==> src/rtl/game_move_scheduler.sv <==
// game_move_scheduler: merges key pulses and a level-scaled gravity tick
// into one serialized valid/ready motion command stream for the game core.
module game_move_scheduler #(
    parameter int TICK_DIV     = 50000,
    parameter int DROP_BASE_MS = 800,
    parameter int DROP_STEP_MS = 50,
    parameter int DROP_MIN_MS  = 100,
    parameter int LEVEL_STEP   = 10
) (
    input  logic        CLK_50M,
    input  logic        RST_N,
    input  logic [1:0]  game_state,
    input  logic        left_key_press,
    input  logic        right_key_press,
    input  logic        down_key_press,
    input  logic [11:0] score,
    input  logic        cmd_ready,
    output logic        cmd_valid,
    output logic [1:0]  cmd_op,
    output logic [3:0]  level,
    output logic        overflow
);

    localparam int PW = (TICK_DIV > 1) ? $clog2(TICK_DIV) : 1;
    localparam logic [PW-1:0] PRE_LAST = PW'(TICK_DIV - 1);

    localparam logic [1:0] OP_LEFT  = 2'b00;
    localparam logic [1:0] OP_RIGHT = 2'b01;
    localparam logic [1:0] OP_DOWN  = 2'b10;
    localparam logic [1:0] OP_GRAV  = 2'b11;

    localparam logic [1:0] GS_READY = 2'b00;
    localparam logic [1:0] GS_PLAY  = 2'b01;
    localparam logic [1:0] GS_PAUSE = 2'b10;

    typedef enum logic [1:0] {
        S_IDLE,
        S_ARB,
        S_WAIT
    } state_t;

    state_t state_q, state_d;

    logic        cmd_valid_d;
    logic [1:0]  cmd_op_d;
    logic        load_left, load_right, load_down, load_grav;

    logic        pend_left, pend_right, pend_down, pend_grav;
    logic        pend_left_d, pend_right_d, pend_down_d, pend_grav_d;
    logic        overflow_d;

    logic [PW-1:0] pre;
    logic [11:0]   ms_cnt;
    logic [11:0]   period;
    logic [11:0]   period_m1;
    logic [11:0]   step_prod;
    logic [15:0]   level_thr;

    logic playing, paused, accept, accept_down, pre_wrap, grav_fire;

    assign playing     = (game_state == GS_PLAY);
    assign paused      = (game_state == GS_PAUSE);
    assign accept      = cmd_valid && cmd_ready;
    assign accept_down = playing && accept && (cmd_op == OP_DOWN);
    assign pre_wrap    = playing && (pre == PRE_LAST);
    assign grav_fire   = pre_wrap && !accept_down && (ms_cnt >= period_m1);
    assign level_thr   = (16'(level) + 16'd1) * 16'(LEVEL_STEP);

    // Gravity period from level, floored; a wrapped subtraction counts as floor.
    always_comb begin
        step_prod = 12'(level) * 12'(DROP_STEP_MS);
        period    = 12'(DROP_MIN_MS);
        if (step_prod < 12'(DROP_BASE_MS)) begin
            if ((12'(DROP_BASE_MS) - step_prod) >= 12'(DROP_MIN_MS)) begin
                period = 12'(DROP_BASE_MS) - step_prod;
            end
        end
        period_m1 = period - 12'd1;
    end

    // Command FSM state and registered handshake outputs.
    always_ff @(posedge CLK_50M) begin
        if (!RST_N) begin
            state_q   <= S_IDLE;
            cmd_valid <= 1'b0;
            cmd_op    <= OP_LEFT;
        end else begin
            state_q   <= state_d;
            cmd_valid <= cmd_valid_d;
            cmd_op    <= cmd_op_d;
        end
    end

    // Arbitration (grav > down > left > right) and handshake sequencing.
    always_comb begin
        state_d     = state_q;
        cmd_valid_d = cmd_valid;
        cmd_op_d    = cmd_op;
        load_left   = 1'b0;
        load_right  = 1'b0;
        load_down   = 1'b0;
        load_grav   = 1'b0;
        unique case (state_q)
            S_IDLE: begin
                cmd_valid_d = 1'b0;
                if (playing) state_d = S_ARB;
            end
            S_ARB: begin
                cmd_valid_d = 1'b0;
                if (!playing) begin
                    state_d = S_IDLE;
                end else if (pend_grav) begin
                    load_grav   = 1'b1;
                    cmd_op_d    = OP_GRAV;
                    cmd_valid_d = 1'b1;
                    state_d     = S_WAIT;
                end else if (pend_down) begin
                    load_down   = 1'b1;
                    cmd_op_d    = OP_DOWN;
                    cmd_valid_d = 1'b1;
                    state_d     = S_WAIT;
                end else if (pend_left) begin
                    load_left   = 1'b1;
                    cmd_op_d    = OP_LEFT;
                    cmd_valid_d = 1'b1;
                    state_d     = S_WAIT;
                end else if (pend_right) begin
                    load_right  = 1'b1;
                    cmd_op_d    = OP_RIGHT;
                    cmd_valid_d = 1'b1;
                    state_d     = S_WAIT;
                end
            end
            S_WAIT: begin
                if (!playing) begin
                    cmd_valid_d = 1'b0;
                    state_d     = S_IDLE;
                end else if (cmd_ready) begin
                    cmd_valid_d = 1'b0;
                    state_d     = S_ARB;
                end
            end
            default: begin
                cmd_valid_d = 1'b0;
                state_d     = S_IDLE;
            end
        endcase
    end

    // Pending flags: a new event re-arms a flag even while it is being loaded.
    always_comb begin
        pend_left_d  = pend_left;
        pend_right_d = pend_right;
        pend_down_d  = pend_down;
        pend_grav_d  = pend_grav;
        overflow_d   = 1'b0;
        if (playing) begin
            pend_left_d  = (pend_left  & ~load_left)  | left_key_press;
            pend_right_d = (pend_right & ~load_right) | right_key_press;
            pend_down_d  = (pend_down  & ~load_down)  | down_key_press;
            pend_grav_d  = (pend_grav  & ~load_grav)  | grav_fire;
            overflow_d   = (left_key_press  & pend_left  & ~load_left)
                         | (right_key_press & pend_right & ~load_right)
                         | (down_key_press  & pend_down  & ~load_down)
                         | (grav_fire       & pend_grav  & ~load_grav);
        end else if (!paused) begin
            pend_left_d  = 1'b0;
            pend_right_d = 1'b0;
            pend_down_d  = 1'b0;
            pend_grav_d  = 1'b0;
        end
    end

    // Flag and overflow registers.
    always_ff @(posedge CLK_50M) begin
        if (!RST_N) begin
            pend_left  <= 1'b0;
            pend_right <= 1'b0;
            pend_down  <= 1'b0;
            pend_grav  <= 1'b0;
            overflow   <= 1'b0;
        end else begin
            pend_left  <= pend_left_d;
            pend_right <= pend_right_d;
            pend_down  <= pend_down_d;
            pend_grav  <= pend_grav_d;
            overflow   <= overflow_d;
        end
    end

    // Gravity prescaler and millisecond counter; a soft drop restarts the interval.
    always_ff @(posedge CLK_50M) begin
        if (!RST_N) begin
            pre    <= '0;
            ms_cnt <= '0;
        end else if (playing) begin
            if (accept_down) begin
                pre    <= '0;
                ms_cnt <= '0;
            end else if (pre_wrap) begin
                pre    <= '0;
                ms_cnt <= (ms_cnt >= period_m1) ? 12'd0 : ms_cnt + 12'd1;
            end else begin
                pre <= pre + PW'(1);
            end
        end else if (!paused) begin
            pre    <= '0;
            ms_cnt <= '0;
        end
    end

    // Level climbs one step per cycle toward the score; cleared only when ready.
    always_ff @(posedge CLK_50M) begin
        if (!RST_N) begin
            level <= 4'd0;
        end else if (game_state == GS_READY) begin
            level <= 4'd0;
        end else if (playing && level != 4'hF && {4'd0, score} >= level_thr) begin
            level <= level + 4'd1;
        end
    end

endmodule

==> config.mk <==
export PLATFORM = sky130hd
export DESIGN_NAME = game_move_scheduler
export DESIGN_NICKNAME = d
export VERILOG_FILES = /design/src/rtl/game_move_scheduler.sv
export SDC_FILE = /design/constraint.sdc
export NUM_CORES = 1
export LEC_CHECK = 0
export ABC_AREA = 1
export BUFFER_PORTS_ARGS = -buffer_cell sky130_fd_sc_hd__buf_2
export CAP_MARGIN = 0
export CORE_UTILIZATION = 65
export DETAILED_ROUTE_END_ITERATION = 8
export PLACE_DENSITY = 0.93
export SLEW_MARGIN = 30
export SYNTH_ARGS = -nofsm -noshare
export SYNTH_HDL_FRONTEND = slang
export SYNTH_SLANG_ARGS = --single-unit
==> constraint.sdc <==
create_clock -name CLK_50M -period 7.09 [get_ports CLK_50M]
set_input_delay 1.418 -clock CLK_50M [delete_from_list [all_inputs] [get_ports CLK_50M]]
set_output_delay 1.418 -clock CLK_50M [all_outputs]
set_load 0.02 [all_outputs]
==> metrics.md <==
| Metric | Value |
|---|---|
| Clk pin slew, worst setup/hold paths | 80 ps |
| Total gr overflow | 0 |
| Sink count of the clock tree | 42 |
| Required time at the endpoint of the critical path | 7300 ps |
| Final Hold Vio Count | 0 |
| Uppermost routed layer | met4 |
| Post-route design area | 0.00362 sq mm |
| Post-route DRC violation count | 0 |
| Routability Congestion | 0.874 |
| Clock buffers created by TritonCTS | 5 |
| Number of synthesized flops with an enable pin | 0 |
| Category of the critical setup timing path | reg -> reg |
| Type of the tightest min-delay check | reg -> reg |
| Sum of negative setup slack | 0 ps |
| Met1 layer wirelength in the final routing | 3200 um |
| Wire length on met3 | 311 um |
| Crit start category | register |
| Total standard cell area after synthesis | 0.00334 sq mm |
| Antenna Cells | 0 |
| Maximum achievable frequency | 192 MHz |
| Data arrival time of the critical path | 5400 ps |
| Avg Cell Area, Syn | 6.84 sq um |
| Ratio of total power to cell area | 156 mW/mm^2 |
| Worst setup timing slack at the placement stage | 1990 ps |
| Routed vias | 3212 |
| Initial cell density of the core | 69.3% |
| Share of final-layout standard cells stronger than drive strength 1 | 11.5% |
| Antenna-violating nets left | 0 |
| Via count of the first global-routing pass | 3004 |
| Number of setup violations in the final report | 0 |
| Number of synthesized register bits | 42 |
| Global-route wire length before repair | 12200 um |
| Setup Skew | 7.11 ps |
| CTS root buffer | clkbuf_8 |
| # Max-Cap Violations | 0 |
| Count of hold buffers inserted by post-cts repair | 0 |
| Utilization after layout | 75.2% |
| RSZ-0062 raised after global routing | false |
| Pins Over Slew Limit | 0 |
| Final WS setup | 1890 ps |
| Top Ports | 28 |
| DRT iter0 DRCs | 191 |
| Clock tree from TritonCTS | built |
| HPWL Detailed | 5680 um |
| Global router's overall resource usage | 28.8% |
| Die width | 73.7 um |
| Per-cell routed wire length | 12.3 um |
| Number of nets in the finished design | 581 |
| Worst Setup End Kind | register |
| Total Power | 0.000564 W |
| Final WL | 7230 um |
| Die area | 0.00542 sq mm |
| Critical path fanouts, max | 11 |
| Most used flip-flop cell after synthesis | dfxtp_1 |
| Instance count of the mapped netlist | 488 |
| CTS H-tree depth | 2 |
| Outcome | finished clean |
| YS warnings | 0 |
| Slew at the pin with the worst max-slew slack | 715 ps |
| Headroom to the max-slew limit | 52.2% |
| Unique masters post-synth | 43 |
| Final worst path period share | 73.3% |
| Met2 Wirelength | 3630 um |
| Clock latency of the later-clocked register in the worst-skew pair | 300 ps |
| Number of setup buffers added after CTS | 0 |
| Number of buffers between clock root and the deepest sink | 2 |
| Placeable core area | 0.00482 sq mm |
| Iteration count of the initial detailed-routing pass | 6 |
| Register-to-register setup slack | 1890 ps |
| Final period demand of the worst path | 5200 ps |
| Core Rows | 25 |
| Instance area at placement | 0.00354 sq mm |
| Routed vias/inst | 5.47 |
| Leakage power figure | 1.73 nW |
| Antenna violations before repair | 0 |
| Count of input and output buffers | 27 |
| Die Y-Extent | 73.7 um |
| Maximum number of pins on one net before global-route repair | 24 |
| Worst-case vdd ir drop | 0.146 mV |
| Quantity of gates resized following cts | 0 |
| Layout-stage area growth over the synthesis result | 8.59% |
| FFs w/ async S/R, synth | 0% |
| Portion of the post-synthesis area used by sequential elements | 25.2% |
## stage by stage
step                      hold WS, ps  instances
final                             497        587
after floorplan                   459        489
after CTS                         496        587
after global placement            475        579
after global routing              516        587
after detailed placement          481        579
## synthesized netlist by cell type, types with 2 or more instances
library cell,instances,area share [%]
xnor2_1,3,0.79
a21oi_1,24,3.6
nand3_1,39,5.8
nor3_2,2,0.60
inv_1,80,9.0
o21a_1,3,0.67
xor2_1,11,2.9
a211oi_1,2,0.45
inv_2,3,0.34
nand2_2,7,1.3
nor3b_1,4,0.90
fa_1,2,1.2
nor2_4,2,0.67
nor2_1,43,4.8
nand4_1,8,1.5
dfxtp_1,42,25
ha_1,40,15
a221oi_1,4,1.0
buf_2,3,0.45
nand3b_1,4,0.90
nor2_2,4,0.75
nor3_1,8,1.2
nand2_1,101,11
o22ai_1,2,0.37
o21ai_0,27,4.0
a31oi_1,2,0.37
nor4_1,2,0.37
## logic make-up after synthesis
logic type      synth area share (%)
flops                           25.2
compound gates                  12.6
simple gates                    32.1
other cells                    0.112
fa+ha+maj                       16.2
xor+xnor                        3.67
buf+inv                         10.1
## cell usage in the layout (no fill, tap or decap), types with 3 or more instances in the layout
cell and instances:
dfxtp_1 42, a221oi_1 4, nor3_1 8, a21oi_1 24, nor2_2 4, inv_1 80
nand3b_1 4, o21ai_0 27, xnor2_1 3, nand2_1 101, o21a_1 3, inv_2 3
buf_2 27, nand3_1 39, nor2_1 43, nand4_1 8, clkbuf_8 5, ha_1 40
nor3b_1 4, nand2_2 7, xor2_1 11
## worst paths after layout
| check | startpoint | endpoint | cells after the start |
|---|---|---|---|
| setup / recovery | level[0] | ms_cnt[4] | 27 |
| hold / removal | cmd_valid | cmd_valid | 2 |
| setup reg to reg | level[0] | ms_cnt[4] | 27 |
| hold reg to reg | cmd_valid | cmd_valid | 2 |
## critical path, stage by stage (launching register included)
cell and delay (ps):
dfxtp_1 450, inv_2 130, ha_1 400, ha_1 210, inv_1 60, fa_1 520
inv_1 100, nor2_4 150, nand2_2 80, nand2_1 70, nand2_1 70, nand2_1 80
nor2_2 60, nand2_4 110, inv_1 60, nor3_1 200, inv_1 70, ha_1 240
nand2_2 110, xor2_1 160, ha_1 260, a21oi_1 180, o21ai_0 120, nand2_1 80
o2111ai_1 220, nor3_2 650, nand3_1 160, o21ai_0 120
## cell type report
type	count	area, sq um
Clock buffer	6	72.6
Clock inverter	2	13.8
Fill cell	351	1190
Inverter	84	315
Multi-Input combinational cell	359	2160
Sequential cell	42	841
Tap cell	67	83.8
Timing Repair Buffer	27	135
## power by group
group          internal, W  leakage (nW)  switching [W]  total [W]
clock            0.0000695        0.0452      0.0000824   0.000152
combinational    0.0000613          1.34      0.0000994   0.000161
sequential        0.000242         0.340     0.00000948   0.000252
## flip-flops by register name, indices dropped and copies added, names as in the netlist
signal / flops
pend_right: 1
level: 4
pend_left: 1
cmd_op: 2
overflow: 1
pend_down: 1
pre: 16
ms_cnt: 12
cmd_valid: 1
state_q: 2
pend_grav: 1
## routing by layer
layer	track usage (%)	up-vias
li1	-	1661
met5	0	-
met2	53.2	98
met1	33.7	1441
met4	8.76	0
met3	4.80	12
No activity file was read; power rests on OpenSTA's default activity.
